### src/rtl/dot_product_job_scheduler.sv
// Two-requester dot-product job scheduler: round-robin arbitration, package
// streaming to a shared engine, result capture with watchdog and length check.
module dot_product_job_scheduler #(
  parameter int ELEMENT_WIDTH = 32,
  parameter int NO_OF_UNITS   = 128,
  parameter int PKG_INTERVAL  = 2,
  parameter int TIMEOUT       = 1024
) (
  input  logic                     clk,
  input  logic                     reset,
  input  logic                     req0,
  input  logic                     req1,
  input  logic [31:0]              total0,
  input  logic [31:0]              total1,
  output logic                     grant0,
  output logic                     grant1,
  output logic [15:0]              pkg_addr,
  output logic                     eng_read_now,
  output logic [31:0]              eng_total,
  output logic                     eng_reset,
  input  logic                     eng_finish,
  input  logic [ELEMENT_WIDTH-1:0] eng_result,
  output logic [ELEMENT_WIDTH-1:0] result,
  output logic                     result_valid,
  output logic                     done_id,
  output logic                     err,
  output logic                     busy
);

  typedef enum logic [2:0] {
    S_IDLE   = 3'd0,
    S_CLEAR  = 3'd1,
    S_STREAM = 3'd2,
    S_WAIT   = 3'd3,
    S_DONE   = 3'd4
  } state_t;

  localparam logic [31:0] UNITS   = 32'(NO_OF_UNITS);
  localparam logic [15:0] PH_LAST = 16'(PKG_INTERVAL - 1);
  localparam logic [31:0] WD_LAST = 32'(TIMEOUT - 1);

  state_t                   state_q, state_d;
  logic                     id_q, id_d;
  logic                     last_q, last_d;
  logic [31:0]              total_q, total_d;
  logic [15:0]              pkg_last_q, pkg_last_d;
  logic [15:0]              pkg_cnt_q, pkg_cnt_d;
  logic [15:0]              phase_q, phase_d;
  logic [31:0]              wdog_q, wdog_d;
  logic [ELEMENT_WIDTH-1:0] res_s;
  logic                     err_s;

  logic                     sel_s;
  logic [31:0]              sel_total_s;
  logic [31:0]              sel_npkg_s;
  logic                     sel_bad_s;
  logic                     active_s;

  logic                     grant0_q, grant0_d, grant1_q, grant1_d;
  logic [15:0]              pkg_addr_q, pkg_addr_d;
  logic                     eng_read_now_q, eng_read_now_d;
  logic [31:0]              eng_total_q, eng_total_d;
  logic                     eng_reset_q, eng_reset_d;
  logic [ELEMENT_WIDTH-1:0] result_q, result_d;
  logic                     result_valid_q, result_valid_d;
  logic                     done_id_q, done_id_d;
  logic                     err_q, err_d;
  logic                     busy_q, busy_d;

  // Arbitration: on a tie the requester not served last wins.
  always_comb begin
    sel_s       = (req0 & req1) ? ~last_q : req1;
    sel_total_s = sel_s ? total1 : total0;
    sel_npkg_s  = sel_total_s / UNITS;
    sel_bad_s   = (sel_total_s == 32'd0) || ((sel_total_s % UNITS) != 32'd0) ||
                  (sel_npkg_s > 32'd65535);
  end

  // Job sequencing; res_s/err_s are only meaningful on the transition into DONE.
  always_comb begin
    state_d    = state_q;
    id_d       = id_q;
    last_d     = last_q;
    total_d    = total_q;
    pkg_last_d = pkg_last_q;
    pkg_cnt_d  = pkg_cnt_q;
    phase_d    = phase_q;
    wdog_d     = wdog_q;
    res_s      = '0;
    err_s      = 1'b0;
    case (state_q)
      S_IDLE: begin
        if (req0 | req1) begin
          id_d       = sel_s;
          last_d     = sel_s;
          total_d    = sel_total_s;
          pkg_last_d = sel_npkg_s[15:0] - 16'd1;
          if (sel_bad_s) begin
            err_s   = 1'b1;
            state_d = S_DONE;
          end else begin
            state_d = S_CLEAR;
          end
        end else begin
          state_d = S_IDLE;
        end
      end
      S_CLEAR: begin
        pkg_cnt_d = 16'd0;
        phase_d   = 16'd0;
        wdog_d    = 32'd0;
        state_d   = S_STREAM;
      end
      S_STREAM: begin
        phase_d = (phase_q == PH_LAST) ? 16'd0 : phase_q + 16'd1;
        if (phase_q == 16'd0) begin
          if (pkg_cnt_q == pkg_last_q) begin
            state_d = S_WAIT;
          end else begin
            pkg_cnt_d = pkg_cnt_q + 16'd1;
          end
        end else begin
          state_d = S_STREAM;
        end
      end
      S_WAIT: begin
        if (eng_finish) begin
          res_s   = eng_result;
          state_d = S_DONE;
        end else if (wdog_q == WD_LAST) begin
          err_s   = 1'b1;
          state_d = S_DONE;
        end else begin
          wdog_d = wdog_q + 32'd1;
        end
      end
      S_DONE:  state_d = S_IDLE;
      default: state_d = S_IDLE;
    endcase
  end

  // Outputs are registered, decoded from the next state so they align with it.
  always_comb begin
    active_s       = (state_d == S_CLEAR) || (state_d == S_STREAM) || (state_d == S_WAIT);
    grant0_d       = active_s && (id_d == 1'b0);
    grant1_d       = active_s && (id_d == 1'b1);
    eng_reset_d    = (state_d == S_CLEAR);
    eng_read_now_d = (state_d == S_STREAM) && (phase_d == 16'd0);
    pkg_addr_d     = eng_read_now_d ? pkg_cnt_d : 16'd0;
    eng_total_d    = active_s ? total_d : 32'd0;
    result_valid_d = (state_d == S_DONE);
    result_d       = result_valid_d ? res_s : '0;
    err_d          = result_valid_d ? err_s : 1'b0;
    done_id_d      = result_valid_d ? id_d : 1'b0;
    busy_d         = (state_d != S_IDLE);
  end

  // State and output registers.
  always_ff @(posedge clk or negedge reset) begin
    if (!reset) begin
      state_q        <= S_IDLE;
      id_q           <= 1'b0;
      last_q         <= 1'b1;
      total_q        <= 32'd0;
      pkg_last_q     <= 16'd0;
      pkg_cnt_q      <= 16'd0;
      phase_q        <= 16'd0;
      wdog_q         <= 32'd0;
      grant0_q       <= 1'b0;
      grant1_q       <= 1'b0;
      pkg_addr_q     <= 16'd0;
      eng_read_now_q <= 1'b0;
      eng_total_q    <= 32'd0;
      eng_reset_q    <= 1'b0;
      result_q       <= '0;
      result_valid_q <= 1'b0;
      done_id_q      <= 1'b0;
      err_q          <= 1'b0;
      busy_q         <= 1'b0;
    end else begin
      state_q        <= state_d;
      id_q           <= id_d;
      last_q         <= last_d;
      total_q        <= total_d;
      pkg_last_q     <= pkg_last_d;
      pkg_cnt_q      <= pkg_cnt_d;
      phase_q        <= phase_d;
      wdog_q         <= wdog_d;
      grant0_q       <= grant0_d;
      grant1_q       <= grant1_d;
      pkg_addr_q     <= pkg_addr_d;
      eng_read_now_q <= eng_read_now_d;
      eng_total_q    <= eng_total_d;
      eng_reset_q    <= eng_reset_d;
      result_q       <= result_d;
      result_valid_q <= result_valid_d;
      done_id_q      <= done_id_d;
      err_q          <= err_d;
      busy_q         <= busy_d;
    end
  end

  assign grant0       = grant0_q;
  assign grant1       = grant1_q;
  assign pkg_addr     = pkg_addr_q;
  assign eng_read_now = eng_read_now_q;
  assign eng_total    = eng_total_q;
  assign eng_reset    = eng_reset_q;
  assign result       = result_q;
  assign result_valid = result_valid_q;
  assign done_id      = done_id_q;
  assign err          = err_q;
  assign busy         = busy_q;

endmodule

### config.mk
export PLATFORM = sky130hd
export DESIGN_NAME = dot_product_job_scheduler
export DESIGN_NICKNAME = d
export VERILOG_FILES = /design/src/rtl/dot_product_job_scheduler.sv
export SDC_FILE = /design/constraint.sdc
export NUM_CORES = 1
export LEC_CHECK = 0
export ABC_AREA = 1
export CAP_MARGIN = 30
export CORE_MARGIN = 4
export CORE_UTILIZATION = 47
export CTS_CLUSTER_DIAMETER = 30
export DETAILED_ROUTE_END_ITERATION = 16
export GPL_ROUTABILITY_DRIVEN = 0
export PLACE_DENSITY = 0.72
export SKIP_CTS_REPAIR_TIMING = 1
export SYNTH_ARGS = -nofsm -noshare
export SYNTH_HDL_FRONTEND = slang
export SYNTH_SLANG_ARGS = --single-unit
### constraint.sdc
create_clock -name clk -period 6.2 [get_ports clk]
set_input_delay 1.24 -clock clk [delete_from_list [all_inputs] [get_ports clk]]
set_output_delay 1.24 -clock clk [all_outputs]
set_load 0.1 [all_outputs]
==> impl_metrics.ini <==
[run_status]
outcome = complete, no violations

[timing]
rsz0062_at_grt = false
fin_ws_ns = 2.586
finalClockSkew_ns = 0.03268
worst_pin_slew_ns = 1.036
finalCritPeriodShare_pct = 58.29
setup_tns_ns = 0
min_period_ns = 3.614
max_freq_mhz = 276.7
slew_violations = 0
hold_viol = 0
setup_viol_count_final = 0
relSlewSlack_pct = 30.70
holdWs_ns = 0.4780

[yosys]
syn_area_mm2 = 0.01069
synth-async-reset-ratio_pct = 100.0
post_synth_most_frequent_cells = nand2_1, dfrtp_1, inv_1, nor2_1, nand3_1
yosys_warnings = 0
yosysMostFrequentCell = nand2_1
synth_top_area_share_pct = 47.75
yosys-top-cells-area = dfrtp_1, nand2_1, inv_1
synth_area_per_cell_um2 = 7.719
ys_seq_elements = 205
synth_ff_type = dfrtp_1
synth_top_cell_by_area = dfrtp_1
seq_area_frac_synth_pct = 47.99
synth_edf_count = 0
synth_nets = 1493
ys_types = 48
syn-instance-count = 1385

[final_layout]
layout-drive-gt1-share_pct = 9.074
nets = 1686
syn_to_final_growth_pct = 33.21
antennaDiodeCount = 0
final_cell_count_no_fill = 1889
fill_cells = 1891

[clock_network]
clock_latency_ns = 0.52
clockBufferDepth = 3
tritoncts = done
clk_pin_slew_ns = 0.05
cts_buffers = 41
htree_levels = 2
cts_sinks = 205
cts-root-buf = clkbuf_16

[floorplanning]
die_h_um = 158.8
dieArea_mm2 = 0.02523
core_area_mm2 = 0.02209
pin_count = 189
start_util_pct = 48.39
die_w_um = 158.8
num_rows = 54

[worst_setup_path]
arrival_ns = 3.99
start_kind = input port
worstSetupPathType = input port to flip-flop
cp-end-kind = flip-flop
crit_required_ns = 6.58
critPathMaxFanout = 40
reg2reg_slack_ns = 3.37

[route]
vias = 9582
avgViaCountPerCell = 5.073
drc = 0
drt-pass1-iter-count = 6
initialDrtViolationCount = 695
wl_met1_um = 12590
dr_wl_met2_um = 13510
wl_per_cell_um = 15.20
drtAntennaViolNets = 0
routed.top_layer = met4
dr_wl_met3_um = 1878
routed_wl_um = 28700

[power_and_ir_drop]
leakage_nw = 6.848
netSwitchingPower_w = 0.001094
cellPowerDensity_mw_per_mm2 = 291.8
power_w = 0.004156
irDropWorstVdd_mv = 0.2104
p_seq_share_pct = 35.8
p_clk_share_pct = 52.8
intPower_w = 0.003062
switching_share_pct = 26.32
p_comb_share_pct = 11.5

[place]
placed_cells = 1814
dp_slack_ns = 2.067
dp_hpwl_um = 20310
io_buffers = 188

[global_route]
grt_max_degree = 116
grt_pass1_wl_um = 47870
grt_use_total_pct = 22.64
grt_pass1_vias = 9473
grt_overflow = 0
antenna_found_initial = 0

[worst_hold_path]
min_path_type = flip-flop to flip-flop

[run]
maxCapViolCount = 0
## cell usage in the layout, fill, tap and decap left out, types with 3 or more instances in the layout
cell type	n
o21ai_2	3
a21oi_1	10
inv_6	4
nor4_1	9
inv_2	9
clkbuf_16	42
nand4_1	30
xnor2_1	19
o21ai_1	5
buf_16	4
o21ai_0	61
dfrtp_1	204
o21a_1	8
ha_1	7
nor3_1	32
clkinvlp_4	6
nor2_1	148
nand2_1	410
buf_4	6
clkinv_2	7
clkdlybuf4s50_1	187
or2_2	3
nor2_4	10
o31ai_1	14
nand2_2	15
clkbuf_8	7
xor2_1	19
inv_1	182
nand3b_1	19
bufinv_16	3
clkinv_4	3
nand2_4	5
nor2_2	6
nand3_1	84
## registers in the layout, indices dropped and copies added (netlist names), 3 cells and up
register    cells
state_q         3
pkg_last_q     16
eng_total      32
pkg_cnt_q      16
wdog_q         32
phase_q        16
total_q        32
result         32
pkg_addr       16
## power groups by stage
| stage | Sequential (W) | Combinational [W] | Clock [W] |
|---|---|---|---|
| 6_report | 0.00149 | 0.000476 | 0.00219 |
| 5_1_grt | 0.00150 | 0.000535 | 0.00230 |
| 4_1_cts | 0.00149 | 0.000478 | 0.00222 |
| 3_5_place_dp | 0.00151 | 0.000471 | 0 |
| 3_3_place_gp | 0.00150 | 0.000454 | 0 |
| 2_1_floorplan | 0.00151 | 0.000279 | 0 |
## worst paths after layout
kind / startpoint / to / cells after the start
setup / recovery: req0 / pkg_addr[3] / 15
hold / removal: total_q[1] / total_q[1] / 2
setup reg to reg: last_q / eng_total[14] / 13
hold reg to reg: total_q[1] / total_q[1] / 2
max in group asynchronous: reset / eng_total[14] / 2
min in group asynchronous: reset / phase_q[6] / 1
## layout make-up
type,count,area [um^2],share of cell area [%]
timing repair buffer,200,2081,14.61
tap,280,350.3,2.460
clock inverter,26,270.3,1.898
multi-input combinational,937,4549,31.94
inverter,193,726.9,5.104
clock buffer,48,1134,7.959
sequential,205,5131,36.03
## routing by layer
layer  global-route usage, %  vias up
met2                   37.12      307
met5                       0        -
li1                        -     4734
met1                   30.32     4488
met3                   4.769       53
met4                   7.258        0
## metrics by stage
step | instance area (um^2) | utilization, %
3_3_place_gp | 12710 | 57.52
2_1_floorplan | 10690 | -
5_1_grt | 14240 | 64.46
4_1_cts | 14210 | 64.34
6_report | 14240 | 64.46
3_5_place_dp | 12810 | 57.99
## critical path, cell delays in order
cell,delay (ns)
clkdlybuf4s50_1,0.50
nand2_4,0.28
nand2_4,0.33
o21ai_0,0.54
nor2_1,0.09
nand3_1,0.11
inv_1,0.05
nand3_1,0.06
nand2_1,0.06
nand2_2,0.08
nand3_4,0.09
nand2_2,0.10
inv_2,0.05
nand2_4,0.29
nor2_1,0.11
## kinds of logic after synthesis
logic type               after synthesis  share of synthesized area, %
adder cells (fa/ha/maj)                7                        0.8192
AND/OR/NAND/NOR                      779                         32.40
buffers and inverters                243                         9.479
XOR/XNOR                              38                         3.113
AO/OA/AOI/OAI                        113                         6.191
flip-flops                           205                         47.99
Note: power is estimated with default switching activity, not from simulation.
